$ cat src/rtl/tmr_triplet_lock_arbiter.sv
// tmr_triplet_lock_arbiter
//
// Purpose: round-robin arbiter that funnels NumIn operation-group pipelines
// into the single upstream port of a time-redundant voter. Once an input is
// granted, the grant is held until all three redundant copies of its ID have
// passed. This keeps copies of one item from interleaving with another group.
// A lost copy is covered by an idle timeout. The voter can extend the lock
// through lock_i.
//
// Ports:
//   clk_i      clock
//   rst_i      synchronous reset, active-high
//   req_i      per-input valid
//   data_i     per-input payload
//   id_i       per-input redundancy ID
//   gnt_o      per-input ready (only the selected input can see gnt_i)
//   req_o      downstream valid (req_i of the selected input)
//   data_o     selected payload
//   id_o       selected ID
//   idx_o      selected input index
//   gnt_i      downstream ready
//   lock_i     voter asks the current input to stay granted
//   locked_o   arbiter is in LOCKED
//   timeout_o  one-cycle pulse on a timeout release
module tmr_triplet_lock_arbiter #(
    parameter  int NumIn       = 3,
    parameter  int DataWidth   = 8,
    parameter  int IdWidth     = 5,
    parameter  int LockTimeout = 5,
    localparam int IdxWidth    = $clog2(NumIn)
) (
    input  logic                                clk_i,
    input  logic                                rst_i,
    input  logic [NumIn-1:0]                    req_i,
    input  logic [NumIn-1:0][DataWidth-1:0]     data_i,
    input  logic [NumIn-1:0][IdWidth-1:0]       id_i,
    output logic [NumIn-1:0]                    gnt_o,
    output logic                                req_o,
    output logic [DataWidth-1:0]                data_o,
    output logic [IdWidth-1:0]                  id_o,
    output logic [IdxWidth-1:0]                 idx_o,
    input  logic                                gnt_i,
    input  logic                                lock_i,
    output logic                                locked_o,
    output logic                                timeout_o
);

    localparam int TW = $clog2(LockTimeout + 1);

    typedef enum logic {IDLE, LOCKED} state_e;

    state_e                state_q,    state_d;
    logic [IdxWidth-1:0]   rr_ptr_q,   rr_ptr_d;
    logic [IdxWidth-1:0]   sel_q,      sel_d;
    logic [1:0]            cnt_q,      cnt_d;
    logic [TW-1:0]         idle_cnt_q, idle_cnt_d;
    logic [IdWidth-1:0]    id_q,       id_d;
    logic                  hold_q,     hold_d;

    logic [IdxWidth-1:0]   sel;
    logic                  req_sel;
    logic                  hs;
    logic                  timeout;
    logic [NumIn-1:0]      gnt_vec;

    // First requesting input at or after ptr, wrapping; ptr when none request.
    // Walking offsets from high to low lets the smallest offset win.
    function automatic logic [IdxWidth-1:0] rr_pick(input logic [NumIn-1:0]  req,
                                                    input logic [IdxWidth-1:0] ptr);
        logic [IdxWidth-1:0] pick;
        int                  idx;
        pick = ptr;
        for (int k = NumIn - 1; k >= 0; k--) begin
            idx = (int'(ptr) + k) % NumIn;
            if (req[idx]) pick = IdxWidth'(idx);
        end
        return pick;
    endfunction

    // Selection: a locked input or a stalled IDLE offer stays put.
    always_comb begin
        sel = sel_q;
        if (state_q == IDLE && !hold_q) sel = rr_pick(req_i, rr_ptr_q);
    end

    assign req_sel = req_i[sel];
    assign hs      = req_sel & gnt_i;

    // A returning request on the locked input cancels a pending timeout.
    assign timeout = (state_q == LOCKED) && (idle_cnt_q == TW'(LockTimeout)) && !req_i[sel_q];

    always_comb begin
        gnt_vec      = '0;
        gnt_vec[sel] = gnt_i;
    end

    assign gnt_o     = rst_i ? '0 : gnt_vec;
    assign req_o     = req_sel & ~rst_i;
    assign data_o    = data_i[sel];
    assign id_o      = id_i[sel];
    assign idx_o     = sel;
    assign locked_o  = (state_q == LOCKED) & ~rst_i;
    assign timeout_o = timeout & ~rst_i;

    always_comb begin
        state_d    = state_q;
        rr_ptr_d   = rr_ptr_q;
        sel_d      = sel_q;
        cnt_d      = cnt_q;
        idle_cnt_d = idle_cnt_q;
        id_d       = id_q;
        hold_d     = hold_q;
        case (state_q)
            IDLE: begin
                if (hs) begin
                    state_d    = LOCKED;
                    sel_d      = sel;
                    id_d       = id_i[sel];
                    cnt_d      = 2'd1;
                    idle_cnt_d = '0;
                    hold_d     = 1'b0;
                end else if (req_sel && !gnt_i) begin
                    hold_d = 1'b1;
                    sel_d  = sel;
                end else if (gnt_i) begin
                    // Downstream is ready again; a withdrawn offer is dropped.
                    hold_d = 1'b0;
                end
            end
            LOCKED: begin
                if (req_i[sel_q])                            idle_cnt_d = '0;
                else if (idle_cnt_q != TW'(LockTimeout))     idle_cnt_d = idle_cnt_q + 1'b1;
                if (hs) begin
                    if (id_i[sel_q] == id_q) begin
                        if (cnt_q != 2'd3) cnt_d = cnt_q + 2'd1;
                    end else begin
                        // A new ID on the same input starts a fresh triplet.
                        id_d  = id_i[sel_q];
                        cnt_d = 2'd1;
                    end
                end
                if (timeout || (cnt_d == 2'd3 && !lock_i)) begin
                    state_d    = IDLE;
                    rr_ptr_d   = (sel_q == IdxWidth'(NumIn - 1)) ? '0 : sel_q + 1'b1;
                    cnt_d      = 2'd0;
                    idle_cnt_d = '0;
                end
            end
            default: state_d = IDLE;
        endcase
    end

    always_ff @(posedge clk_i) begin
        if (rst_i) begin
            state_q    <= IDLE;
            rr_ptr_q   <= '0;
            sel_q      <= '0;
            cnt_q      <= 2'd0;
            idle_cnt_q <= '0;
            id_q       <= '0;
            hold_q     <= 1'b0;
        end else begin
            state_q    <= state_d;
            rr_ptr_q   <= rr_ptr_d;
            sel_q      <= sel_d;
            cnt_q      <= cnt_d;
            idle_cnt_q <= idle_cnt_d;
            id_q       <= id_d;
            hold_q     <= hold_d;
        end
    end

endmodule
$ cat config.mk
export PLATFORM = sky130hd
export DESIGN_NAME = tmr_triplet_lock_arbiter
export DESIGN_NICKNAME = d
export VERILOG_FILES = /design/src/rtl/tmr_triplet_lock_arbiter.sv
export SDC_FILE = /design/constraint.sdc
export NUM_CORES = 1
export LEC_CHECK = 0
export ABC_AREA = 1
export ABC_CLOCK_PERIOD_IN_PS = 2300
export CORE_ASPECT_RATIO = 1.25
export CORE_MARGIN = 5
export CORE_UTILIZATION = 35
export DETAILED_ROUTE_END_ITERATION = 16
export PLACE_DENSITY = 0.73
export SYNTH_ARGS = -nofsm -noshare
export SYNTH_HDL_FRONTEND = slang
export SYNTH_SLANG_ARGS = --single-unit
$ cat constraint.sdc
create_clock -name clk_i -period 2.3 [get_ports clk_i]
set_input_delay 0.46 -clock clk_i [delete_from_list [all_inputs] [get_ports clk_i]]
set_output_delay 0.46 -clock clk_i [all_outputs]
set_load 0.005 [all_outputs]
======== Word level (Yosys, flattened, before mapping) ========
Index checks and enable logic that the tools add are counted.
Widths: inputs -> output; s select.
word-level totals
  memory bits (read-only) ................. 0
  memory bits (writable) .................. 0
  bits in latches ......................... 0
  register bits ........................... 16
  output and inout bits ................... 21
  word-level logic and storage cells ...... 107
  memories ................................ 0
  bits of input ports ..................... 46
operators by class
  bitwise logic cells ..................... 7
  multiply operators ...................... 0
  order comparisons ....................... 6
  equal/unequal tests ..................... 10
  reductions and logical operators ........ 18
  divide/modulo/power cells ............... 3
  add/subtract/negate cells ............... 5
  multiplexer cells ....................... 51
  shift operators ......................... 0
operators with widths
  cell                   count
  $lt 32x4->1 const B    3
  $mod 32x3->32 const B  2
  $mod 3x3->32 const B   1
  $mux 2                 13
  $mux 5                 5
  $bmux 5 s2             2
  $bmux 8 s2             1
  $mux 3                 5
  $mux 1                 14
  $bmux 1 s2             5
  $pmux 5 s2             1
  $mux 8                 1
  $reduce_and 2->1       4
  $logic_and 1x1->1      6
  $lt 2x3->1 const B     2
  $ne 2x2->1 const B     3
  $pmux 3 s2             1
  $eq 5x5->1             1
  $add 2x1->2 const B    2
  $and 1x1->1            4
  $eq 2x2->1 const B     2
  $logic_not 1->1        4
  $ne 4x1->1 const B     1
  $pmux 2 s2             1
  15 further kinds       16

======== Logic depth before layout (Yosys ltp) ========
Gate-level depths: netlist (run 1).
  word-level depth ........................ 19
  depth in mapped cells ................... 23

======== Worst setup path before layout (run 1) ========
Ideal clock, no wire load.
  kind .................................... reg2out
  start ................................... reg rr_ptr_q[0]
  end ..................................... out data_o[0]
  slack ................................... -0.063 ns
  stages on the path, launching flop included .. 17
  arrival ................................. 1.903 ns
  required time ........................... 1.840 ns
  cells stage by stage .................... dfxtp_1 inv_1 ha_1 inv_2 nand3_1 nand2_2 inv_2 nand2_1 nand2_1 nand2_1 nand2_1 nand2_2 nand2_2 inv_1 buf_2 nor2_1 o21ai_0
between the ends
  cells in the longest elaborated chain, start to end .. 11
  elaborated cells on any way between the ends .. 20
  those cells by class .................... add/sub (2); div (3); mux (15)
RTL lines
  item                                       line  text
  start: declaration                         53    logic [IdxWidth-1:0] rr_ptr_q, rr_ptr_d;
  start signal: assignment                   164   rr_ptr_q <= rr_ptr_d;
  $add 2x2->3                                74    idx = (int'(ptr) + k) % NumIn;
  $mod 32x3->32                              74
  $bmux 1 s2                                 75    if (req[idx]) pick = IdxWidth'(idx);
  $mux 1 (implied by the code) (2 in a row)  75
  $mux 2 (2 in a row)                        75
  $mux 2 (*)                                 75
  $mux 2 (*)                                 83    if (state_q == IDLE && !hold_q) sel = rr_pick(req_i, rr_ptr_q);
  $bmux 8 s2 (*)                             99    assign data_o = data_i[sel];
  $mux 8 (implied by the code) (*)           99
  end: declaration                           39    output logic [DataWidth-1:0] data_o,
Every way passes the cells marked *; elsewhere a longest branch is shown, timed or not. The select of a mux whose other input is x is not followed.

======== Worst setup path after layout (run 1) ========
  start ................................... reg rr_ptr_q[1]
  end ..................................... out data_o[5]
Same word-level chain as after synthesis.

==> out/metrics.csv, run 1 <==
stage,metric,value,unit
critical_path,worstSetupPathType,reg -> out,
sta,setup_violations,35,
synth,synth_cell_types,30,
place,dp.final_hpwl,4520,um
place,gp_congestion,0.932,
sta,fmax,340,MHz
critical_path,crit_path_end_kind,output pin,
floorplan,fp.dieArea,5960,um^2
synth,synth_xor_area_share,2.77,%
finish,layout_common_cells,"59 x buf_4, 48 x nand2_1, 43 x clkdlybuf4s50_1, 26 x nand3_1",
clock_tree,path_clk_slew,0.06,ns
critical_path,crit_path_end,data_o[5],
clock_tree,cts_sinks,16,
floorplan,core-area,4390,um^2
synth,muxShareOfSynthArea,0,%
hold_path,hold_path_class,reg -> reg,
power_and_ir_drop,power_density,1010,nW/um^2
routing,wl,7520,um
place,port_buffers,66,
clock_tree,cts_tree,yes,
clock_tree,cts_max_level,1,
synth,ys_seq_area_share,20.3,%
critical_path,cp_data_arrival_time,2.48,ns
critical_path,r2r_end,state_q$_SDFF_PP0_,
sta,maxSlewHeadroom,69.7,%
global_route,gr-usage-all-layers,23.3,%
critical_path,required,1.84,ns
synth,synth_area_leader_cell,dfxtp_1,
floorplan,core.rowCount,27,
finish,nets,461,
sta,fin_crit,2.94,ns
routing,drt_iter0_drc,190,
synth,syn_inst,265,
critical_path,critPathMaxFanout,7,
sta,rsz0062_at_grt,yes,
synth,synth_area_per_cell,5.96,um^2
clock_tree,cts_root_buf,clkbuf_8,
status,outcome,"finished, violations left",
status,violations,negative setup slack,
global_route,grt_start_max_net_pins,13,
sta,hold_viol_final,0,
floorplan,die_x,70.1,um
place,post_dp_cell_area,2720,um^2
sta,tightest_slew,0.450,ns
place,dp_slack,-1.01,ns
floorplan,die_y,85.1,um
finish,drive_above_1_share,46.7,%
power_and_ir_drop,p_leak,1.52,nW
clock_tree,numCtsBuffers,3,
synth,synth_top_area_share,20.3,%
routing,vias,2479,
synth,synth_area,1580,um^2
routing,wl_met1,2800,um
floorplan,start_util,36.0,%
routing,wl_met3,612,um
routing,route.top_layer_used,met4,
synth,syn_nets,316,
power_and_ir_drop,vdd_ir_drop_max,561,uV
sta,setup_slack,-0.640,ns
routing,antenna_left,0,
sta,report.final.slew_viol_count,0,
critical_path,r2r_slack,-0.61,ns
finish,diodes,0,
global_route,grt_pass1_vias,2522,
flow_run,cap_viol_max_count,0,
sta,fin_crit_sh,128,%
routing,routedWlPerCell,16.1,um
synth,synth_simple_gate_area_share,40.9,%
global_route,grt.overflow.total,0,
routing,wl_met2,3840,um
finish,finalInstanceArea,3340,um^2
synth,synthAdderAreaFrac,3.96,%
routing,drc_errors,0,
critical_path,setup.worst_path.start,rr_ptr_q[1]$_SDFFE_PP0P_,
global_route,antenna_found_initial,0,
synth,ys_warn_count,0,
synth,synth_compound_area_share,22.9,%
floorplan,io_pins,67,
critical_path,worst_r2r_path_depth,20,
finish,areaGrowthSynthToFinish,112,%
clock_tree,clock_latency,0.25,ns
sta,skew,0.00139,ns
synth,synthTopCellsByArea,"dfxtp_1 20%, nand2_1 14%, o21ai_0 12%",
finish,mostFrequentLayoutCell,buf_4,
synth,synth_top_family_by_area,simple AND/OR/NAND/NOR gates,
routing,firstDrtPassIters,4,
synth,ys_seq_elements,16,
critical_path,reg2reg_from,rr_ptr_q[1]$_SDFFE_PP0P_,
routing,via_per_inst,5.31,
global_route,grt_pass1_wl,11500,um
critical_path,start_kind,flop,
clock_tree,clockBufferDepth,2,
[where the power goes]
group / internal [W] / total, W / switching, W
clock: 0.000152 / 0.000252 / 0.000100
combinational: 0.00138 / 0.00271 / 0.00132
sequential: 0.000349 / 0.000402 / 0.0000529
[critical path, stage by stage (launching register included)]
cell and delay (ns):
dfxtp_4 0.36, inv_2 0.07, ha_4 0.15, inv_2 0.05, nand2_1 0.12, a21oi_4 0.09, o21ai_0 0.38, nand2_1 0.16
nand2_2 0.12, nand2_4 0.09, buf_8 0.15, o21ai_0 0.25, o21ai_1 0.10, buf_2 0.14
[through the flow]
stage | total power [W] | setup TNS (ns) | util, % | instances | hold slack, ns
final | 0.00336 | -17.71 | 76.1 | 467 | 0.475
after global routing | 0.00359 | -24.09 | 76.1 | 467 | 0.490
after CTS | 0.00304 | -12.60 | 71.7 | 466 | 0.474
after detailed placement | 0.00230 | -28.50 | 62.0 | 435 | 0.466
after global placement | 0.00228 | -26.90 | 62.0 | 435 | 0.458
after floorplan | 0.00130 | 0 | - | 265 | 0.440
[Yosys cell counts (all sizes together)]
library cell,instances
a211oi,2
a21oi,12
a22oi,1
a31o,1
and3,1
buf,4
clkbuf,3
dfxtp,16
ha,5
inv,29
nand2,65
nand3,36
nand3b,2
nand4,1
nor2,34
nor3,2
o211ai,3
o21ai,40
o21bai,1
o22ai,1
o32ai,1
xor2,5
[metal layers]
metal  track usage, %  up-vias
li1                 -     1179
met5                0        -
met4             11.5        0
met2             43.3      137
met3             5.81       30
met1             23.8     1133
[timing repair]
item                                    in CTS  in global routing
endpoints found under the setup margin      36                 36
gates cloned                                 3                  0
hold buffers                                 0                  0
resized for setup                          160                 48
pin swaps                                   39                 24
buffers inserted                            26                  3
[worst min path at each step]
stage                                     start                     to  slack [ns]  depth (start not counted)
after detailed placement   id_q[3]$_SDFFE_PP0P_   id_q[3]$_SDFFE_PP0P_        0.47                          2
after global placement     id_q[3]$_SDFFE_PP0P_   id_q[3]$_SDFFE_PP0P_        0.46                          2
after global routing      cnt_q[0]$_SDFFE_PP0P_  cnt_q[0]$_SDFFE_PP0P_        0.49                          2
final                     cnt_q[0]$_SDFFE_PP0P_  cnt_q[0]$_SDFFE_PP0P_        0.48                          2
after floorplan           cnt_q[0]$_SDFFE_PP0P_  cnt_q[0]$_SDFFE_PP0P_        0.44                          2
after CTS                  id_q[3]$_SDFFE_PP0P_   id_q[3]$_SDFFE_PP0P_        0.47                          2
[logic make-up after synthesis]
group	Yosys count
AOI/OAI and AO/OA	62
xor gates and xnor gates	5
buffers and inverters	36
DFF	16
adders and majority gates	5
and+or+nand+nor	141
[final cells by class]
class,instances,area (um^2)
Multi-Input combinational cell,214,1470
Timing Repair Buffer,145,1290
Fill cell,287,1050
Sequential cell,16,329
Inverter,29,123
Tap cell,58,72.6
Clock buffer,4,55.1
Timing Repair inverter,1,7.51
[flip-flops by register name, indices dropped and copies added, names as in the netlist]
signal / cells
id_q: 5
idle_cnt_q: 3
cnt_q: 2
rr_ptr_q: 2
sel_q: 2
hold_q: 1
state_q: 1
Power figures use the tool's default switching activity.
==> inputs of run 2 (changes only) <==
- TNS_END_PERCENT: unset -> 5
==> out/metrics.csv, run 2 (synthesized netlist as in run 1, its figures left out) <==
stage,metric,value,unit
power_and_ir_drop,vdd_ir_drop_max,493,uV
clock_tree,numCtsBuffers,3,
clock_tree,cts_hold_buf,0,
global_route,grt_start_max_net_pins,13,
finish,reg_top3,"id_q: 5 flops, idle_cnt_q: 3 flops",
floorplan,core-area,4390,um^2
sta,setup_violations,35,
finish,nets,449,
routing,drc_errors,0,
flow_run,cap_viol_max_count,0,
critical_path,path_cells,"inv_2, buf_6, ha_4, nor2_4, nand2_4, nand3_2, nand2_1, nand2_1, nand2_1, nand2_1, nand2_1, nand2_2, nand2_4, buf_6, buf_6, o21ai_2, o22ai_2, buf_2",
clock_tree,cts_root_buf,clkbuf_8,
global_route,grt_pass1_wl,10300,um
clock_tree,cts_max_level,1,
clock_tree,cts_tree,yes,
place,dp.final_hpwl,4510,um
critical_path,cp_common_cell,nand2_1,
finish,areaGrowthSynthToFinish,99.4,%
finish,stdcell_count,455,
finish,layout_common_cells,"52 x buf_4, 45 x nand2_1, 43 x clkdlybuf4s50_1, 28 x nor2_1, 26 x nand3_1",
power_and_ir_drop,finalPower,0.00294,W
finish,largest_register_ffs,5,
finish,largest_register,id_q,
global_route,globalRouteMet3Util,4.15,%
clock_tree,clockBufferDepth,2,
critical_path,r2r_end,state_q$_SDFF_PP0_,
sta,fin_crit_sh,122,%
global_route,gr-usage-all-layers,20.7,%
power_and_ir_drop,power_density,934,nW/um^2
sta,fmax,355,MHz
finish,drive_above_1_share,42.1,%
floorplan,die_x,70.1,um
finish,diodes,0,
critical_path,critPathMaxFanout,7,
global_route,use_met1,22.9,%
routing,firstDrtPassIters,4,
critical_path,crit_path_end_kind,output pin,
status,violations,negative setup slack,
finish,mostFrequentLayoutCell,buf_4,
critical_path,worst_r2r_path_depth,24,
sta,holdWs,0.475,ns
global_route,grt_pass1_vias,2349,
status,outcome,"finished, violations left",
routing,via_per_inst,5.14,
routing,antenna_left,0,
critical_path,reg2reg_from,rr_ptr_q[0]$_SDFFE_PP0P_,
place,placed_cells_incl_taps,436,
global_route,grt.overflow.total,0,
routing,routedWlPerCell,14.5,um
sta,tightest_slew,0.357,ns
floorplan,fp.dieArea,5960,um^2
sta,hold_viol_final,0,
routing,wl,6600,um
sta,skew,0.00221,ns
clock_tree,clock_latency,0.25,ns
sta,fin_crit,2.81,ns
critical_path,required,1.84,ns
hold_path,hold_start,cnt_q[0]$_SDFFE_PP0P_,
floorplan,start_util,36.0,%
critical_path,critPathSlowestCell,dfxtp_2,
critical_path,cpPeakStageDelay,0.34,ns
routing,drt_iter0_drc,141,
critical_path,r2r_slack,-0.44,ns
hold_path,hold_path_class,reg -> reg,
critical_path,start_kind,flop,
sta,setup_slack,-0.515,ns
sta,rsz0062_at_grt,yes,
global_route,met2_usage,38.3,%
hold_path,hold_depth,2,
critical_path,cp_data_arrival_time,2.35,ns
hold_path,hold_end,cnt_q[0]$_SDFFE_PP0P_,
sta,maxSlewHeadroom,76.0,%
floorplan,core.rowCount,27,
place,port_buffers,66,
clock_tree,cts_sinks,16,
place,gp_congestion,0.939,
global_route,busiest_layer,met2,
place,dp_slack,-1.04,ns
floorplan,die_y,85.1,um
global_route,antenna_found_initial,0,
clock_tree,path_clk_slew,0.06,ns
routing,vias,2337,
critical_path,worstSetupPathType,reg -> out,
finish,fin_util,71.7,%
power_and_ir_drop,p_leak,1.44,nW
floorplan,io_pins,67,
sta,report.final.slew_viol_count,0,
## run 2: changes by cell type in the layout (fill, tap and decap cells not counted), moves of 3 or more
| cell | previous run | this run |
|---|---|---|
| buf_4 | 59 | 52 |
| nor2_4 | 6 | 2 |
| nor2_1 | 17 | 28 |
| nor2_2 | 11 | 4 |
| a21oi_1 | 9 | 6 |
| a21oi_2 | 2 | 6 |
| nand2_1 | 48 | 45 |
| nand2_2 | 7 | 11 |
## run 2: final cells by class
type / count / area [um^2]
Sequential cell: 16 / 327
Tap cell: 58 / 72.6
Inverter: 29 / 126
Clock buffer: 4 / 55.1
Multi-Input combinational cell: 213 / 1390
Timing Repair Buffer: 135 / 1180
Fill cell: 337 / 1240
## run 2: worst max-delay path: cells and delay by family, from the launching register on
kind            cells  cell delay (ns)
fa+ha+maj           1             0.17
flops               1             0.34
buf+inv             5             0.58
compound gates      2             0.22
simple gates       10             0.79
## run 2: worst max-delay path by stage
stage / from / end / slack, ns / cells past startpoint
after global routing: rr_ptr_q[0]$_SDFFE_PP0P_ / rr_ptr_q[0]$_SDFFE_PP0P_ / -0.64 / 25
final: rr_ptr_q[0]$_SDFFE_PP0P_ / id_o[4] / -0.51 / 18
after global placement: req_i[1] / data_o[7] / -1.0 / 17
after floorplan: rr_ptr_q[0]$_SDFFE_PP0P_ / state_q$_SDFF_PP0_ / -0.04 / 21
after CTS: rr_ptr_q[0]$_SDFFE_PP0P_ / data_o[7] / -0.38 / 16
after detailed placement: req_i[0] / data_o[7] / -1.04 / 17
## run 2: repair_timing
| item | CTS | global route |
|---|---|---|
| pin swaps | 26 | 25 |
| endpoints found under the setup margin | 36 | 36 |
| buffers inserted | 14 | 2 |
| hold endpoints to repair | 0 | 0 |
| resized for setup | 150 | 44 |
| cloned | 1 | 0 |
## run 2: metal layers
| layer | wire (um) | share of wire (%) | up-vias |
|---|---|---|---|
| li1 | - | - | 1149 |
| met1 | 2670 | 40 | 1062 |
| met2 | 3380 | 51 | 112 |
| met3 | 408 | 6.2 | 14 |
| met4 | 142 | 2.2 | 0 |
| met5 | 0 | 0 | - |
## run 2: power breakdown
| group | leakage (nW) | internal [W] | switching (W) |
|---|---|---|---|
| combinational | 1.28 | 0.00114 | 0.00115 |
| clock | 0.0288 | 0.000152 | 0.0000976 |
| sequential | 0.133 | 0.000350 | 0.0000525 |
| total | 1.44 | 0.00164 | 0.00130 |
## run 2: through the flow
stage          setup TNS, ns  cell area [um^2]
6_report              -12.98              3150
5_1_grt               -18.31              3150
4_1_cts               -10.36              2970
3_5_place_dp          -27.85              2720
3_3_place_gp          -26.56              2720
2_1_floorplan         -0.316              1590
==> inputs of run 3 (changes only) <==
- GPL_TIMING_DRIVEN: unset -> 0
- TNS_END_PERCENT: 5 -> 100
==> out/metrics.csv, run 3 (synthesized netlist as in run 1, its figures left out) <==
stage,metric,value,unit
routing,drc_errors,0,
global_route,grt_start_max_net_pins,11,
sta,hold_viol_final,0,
sta,tightest_slew,0.475,ns
floorplan,die_y,85.1,um
critical_path,start_kind,flop,
critical_path,required,1.84,ns
finish,layout_common_cells,"46 x nand2_1, 43 x clkdlybuf4s50_1, 26 x buf_4, 23 x nand3_1, 18 x o21ai_2",
status,outcome,"finished, violations left",
routing,drt_iter0_drc,139,
sta,setup_violations,35,
sta,maxSlewHeadroom,68.3,%
floorplan,io_pins,67,
place,gp_congestion,0.842,
clock_tree,numCtsBuffers,3,
hold_path,hold_path_class,reg -> reg,
clock_tree,cts_max_level,1,
critical_path,critPathMaxFanout,5,
global_route,antenna_found_initial,0,
floorplan,die_x,70.1,um
routing,routedWlPerCell,16.2,um
finish,fillCellCount,336,
finish,areaGrowthSynthToFinish,95.7,%
floorplan,core.rowCount,27,
clock_tree,path_clk_slew,0.06,ns
floorplan,core-area,4390,um^2
global_route,grt.overflow.total,0,
clock_tree,cts_root_buf,clkbuf_8,
global_route,grt_pass1_vias,2298,
critical_path,crit_path_end_kind,output pin,
finish,multi_input_area,1490,um^2
finish,mostFrequentLayoutCell,nand2_1,
clock_tree,cts_tree,yes,
power_and_ir_drop,power_density,1000,nW/um^2
routing,firstDrtPassIters,4,
floorplan,start_util,36.0,%
finish,reg_top3,"id_q: 5 flops, idle_cnt_q: 3 flops",
routing,antenna_left,0,
power_and_ir_drop,p_leak,1.36,nW
clock_tree,clock_latency,0.25,ns
finish,largest_register_ffs,5,
sta,skew,0.00113,ns
sta,rsz0062_at_grt,yes,
finish,diodes,0,
clock_tree,clockBufferDepth,2,
finish,largest_register,id_q,
critical_path,cp_common_cell,nand2_2,
sta,holdWs,0.474,ns
floorplan,fp.dieArea,5960,um^2
finish,drive_above_1_share,45.2,%
status,violations,negative setup slack,
sta,fin_crit,2.79,ns
critical_path,cp_data_arrival_time,2.33,ns
routing,vias,2298,
place,dp.final_hpwl,4230,um
global_route,gr-usage-all-layers,21.9,%
routing,wl,7040,um
global_route,grt_pass1_wl,10700,um
sta,fin_crit_sh,121,%
routing,via_per_inst,5.29,
sta,setup_slack,-0.487,ns
critical_path,cpPeakStageDelay,0.34,ns
critical_path,path_cells,"inv_2, ha_4, inv_4, nand2_2, nand3_2, nand2_2, inv_2, nand2_2, nand2_1, nand2_1, nand2_1, nand2_2, nand2_4, inv_4, buf_6, buf_6, nor2_4, o21ai_2, buf_2",
sta,fmax,359,MHz
clock_tree,cts_sinks,16,
finish,fin_util,70.4,%
finish,seqCellArea,330,um^2
power_and_ir_drop,vdd_ir_drop_max,559,uV
critical_path,worstSetupPathType,reg -> out,
place,port_buffers,66,
sta,report.final.slew_viol_count,0,
critical_path,critPathSlowestCell,dfxtp_2,
flow_run,cap_viol_max_count,0,
finish,nets,429,
==> run 3: cell count changes in the layout (fill, tap and decap cells not counted), moves of 6 or more <==
| cell | delta |
|---|---|
| buf_4 | -26 |
| nor2_1 | -15 |
| nor2_2 | +9 |
| nor2_4 | +6 |
| o21ai_0 | -7 |
| o21ai_2 | +6 |
==> run 3: worst max-delay path, delay by kind of cell (launching register included) <==
family,cells,cell delay [ns]
flip-flops,1,0.34
adder cells (fa/ha/maj),1,0.30
AND/OR/NAND/NOR,10,0.67
buffers and inverters,7,0.63
AO/OA/AOI/OAI,1,0.13
==> run 3: area by class of cell <==
cell class | count | area share (%)
Multi-Input combinational cell | 214 | 48.1
Timing Repair Buffer | 107 | 30.6
Sequential cell | 16 | 10.7
Inverter | 29 | 4.33
Buffer | 7 | 2.63
Tap cell | 58 | 2.35
Clock buffer | 3 | 1.34
==> run 3: final timing paths <==
| kind | startpoint | end | slack, ns | cells after the start |
|---|---|---|---|---|
| min reg2reg | id_q[2]$_SDFFE_PP0P_ | id_q[2]$_SDFFE_PP0P_ | 0.47 | 2 |
| min | id_q[2]$_SDFFE_PP0P_ | id_q[2]$_SDFFE_PP0P_ | 0.47 | 2 |
| max | rr_ptr_q[0]$_SDFFE_PP0P_ | data_o[5] | -0.49 | 19 |
| max reg2reg | rr_ptr_q[0]$_SDFFE_PP0P_ | state_q$_SDFF_PP0_ | -0.42 | 23 |
==> run 3: power breakdown <==
part           internal [W]  switching, W  total, W  leakage, nW
sequential         0.000355     0.0000685  0.000423        0.133
clock              0.000116     0.0000928  0.000209       0.0216
combinational       0.00118       0.00128   0.00247         1.20
total               0.00165       0.00145   0.00310         1.36
==> run 3: metal layers <==
layer | routed length (um) | share of wire, % | vias to the layer above | GRT usage (%)
met5 | 0 | 0 | - | 0
li1 | - | - | 1115 | -
met3 | 418 | 5.9 | 16 | 4.15
met2 | 3710 | 53 | 94 | 41.3
met4 | 159 | 2.3 | 0 | 7.84
met1 | 2750 | 39 | 1073 | 24.1
==> run 3: metrics by stage <==
stage	worst slack [ns]	instances	instance area [um^2]	setup TNS (ns)	power, W
floorplan	0.00563	265	1600	0	0.00130
CTS	-0.416	421	2820	-7.92	0.00271
finish	-0.487	434	3090	-11.27	0.00310
global placement	-1.18	389	2330	-28.10	0.00191
global route	-0.615	434	3090	-16.33	0.00330
detailed placement	-1.14	389	2330	-27.62	0.00193
==> run 3: timing repair <==
action	4_1_cts	5_1_grt
cloned	5	0
setup buffers	24	15
pin swaps	33	26
hold buffers	0	0
resized for setup	188	52
endpoints found under the setup margin	34	37
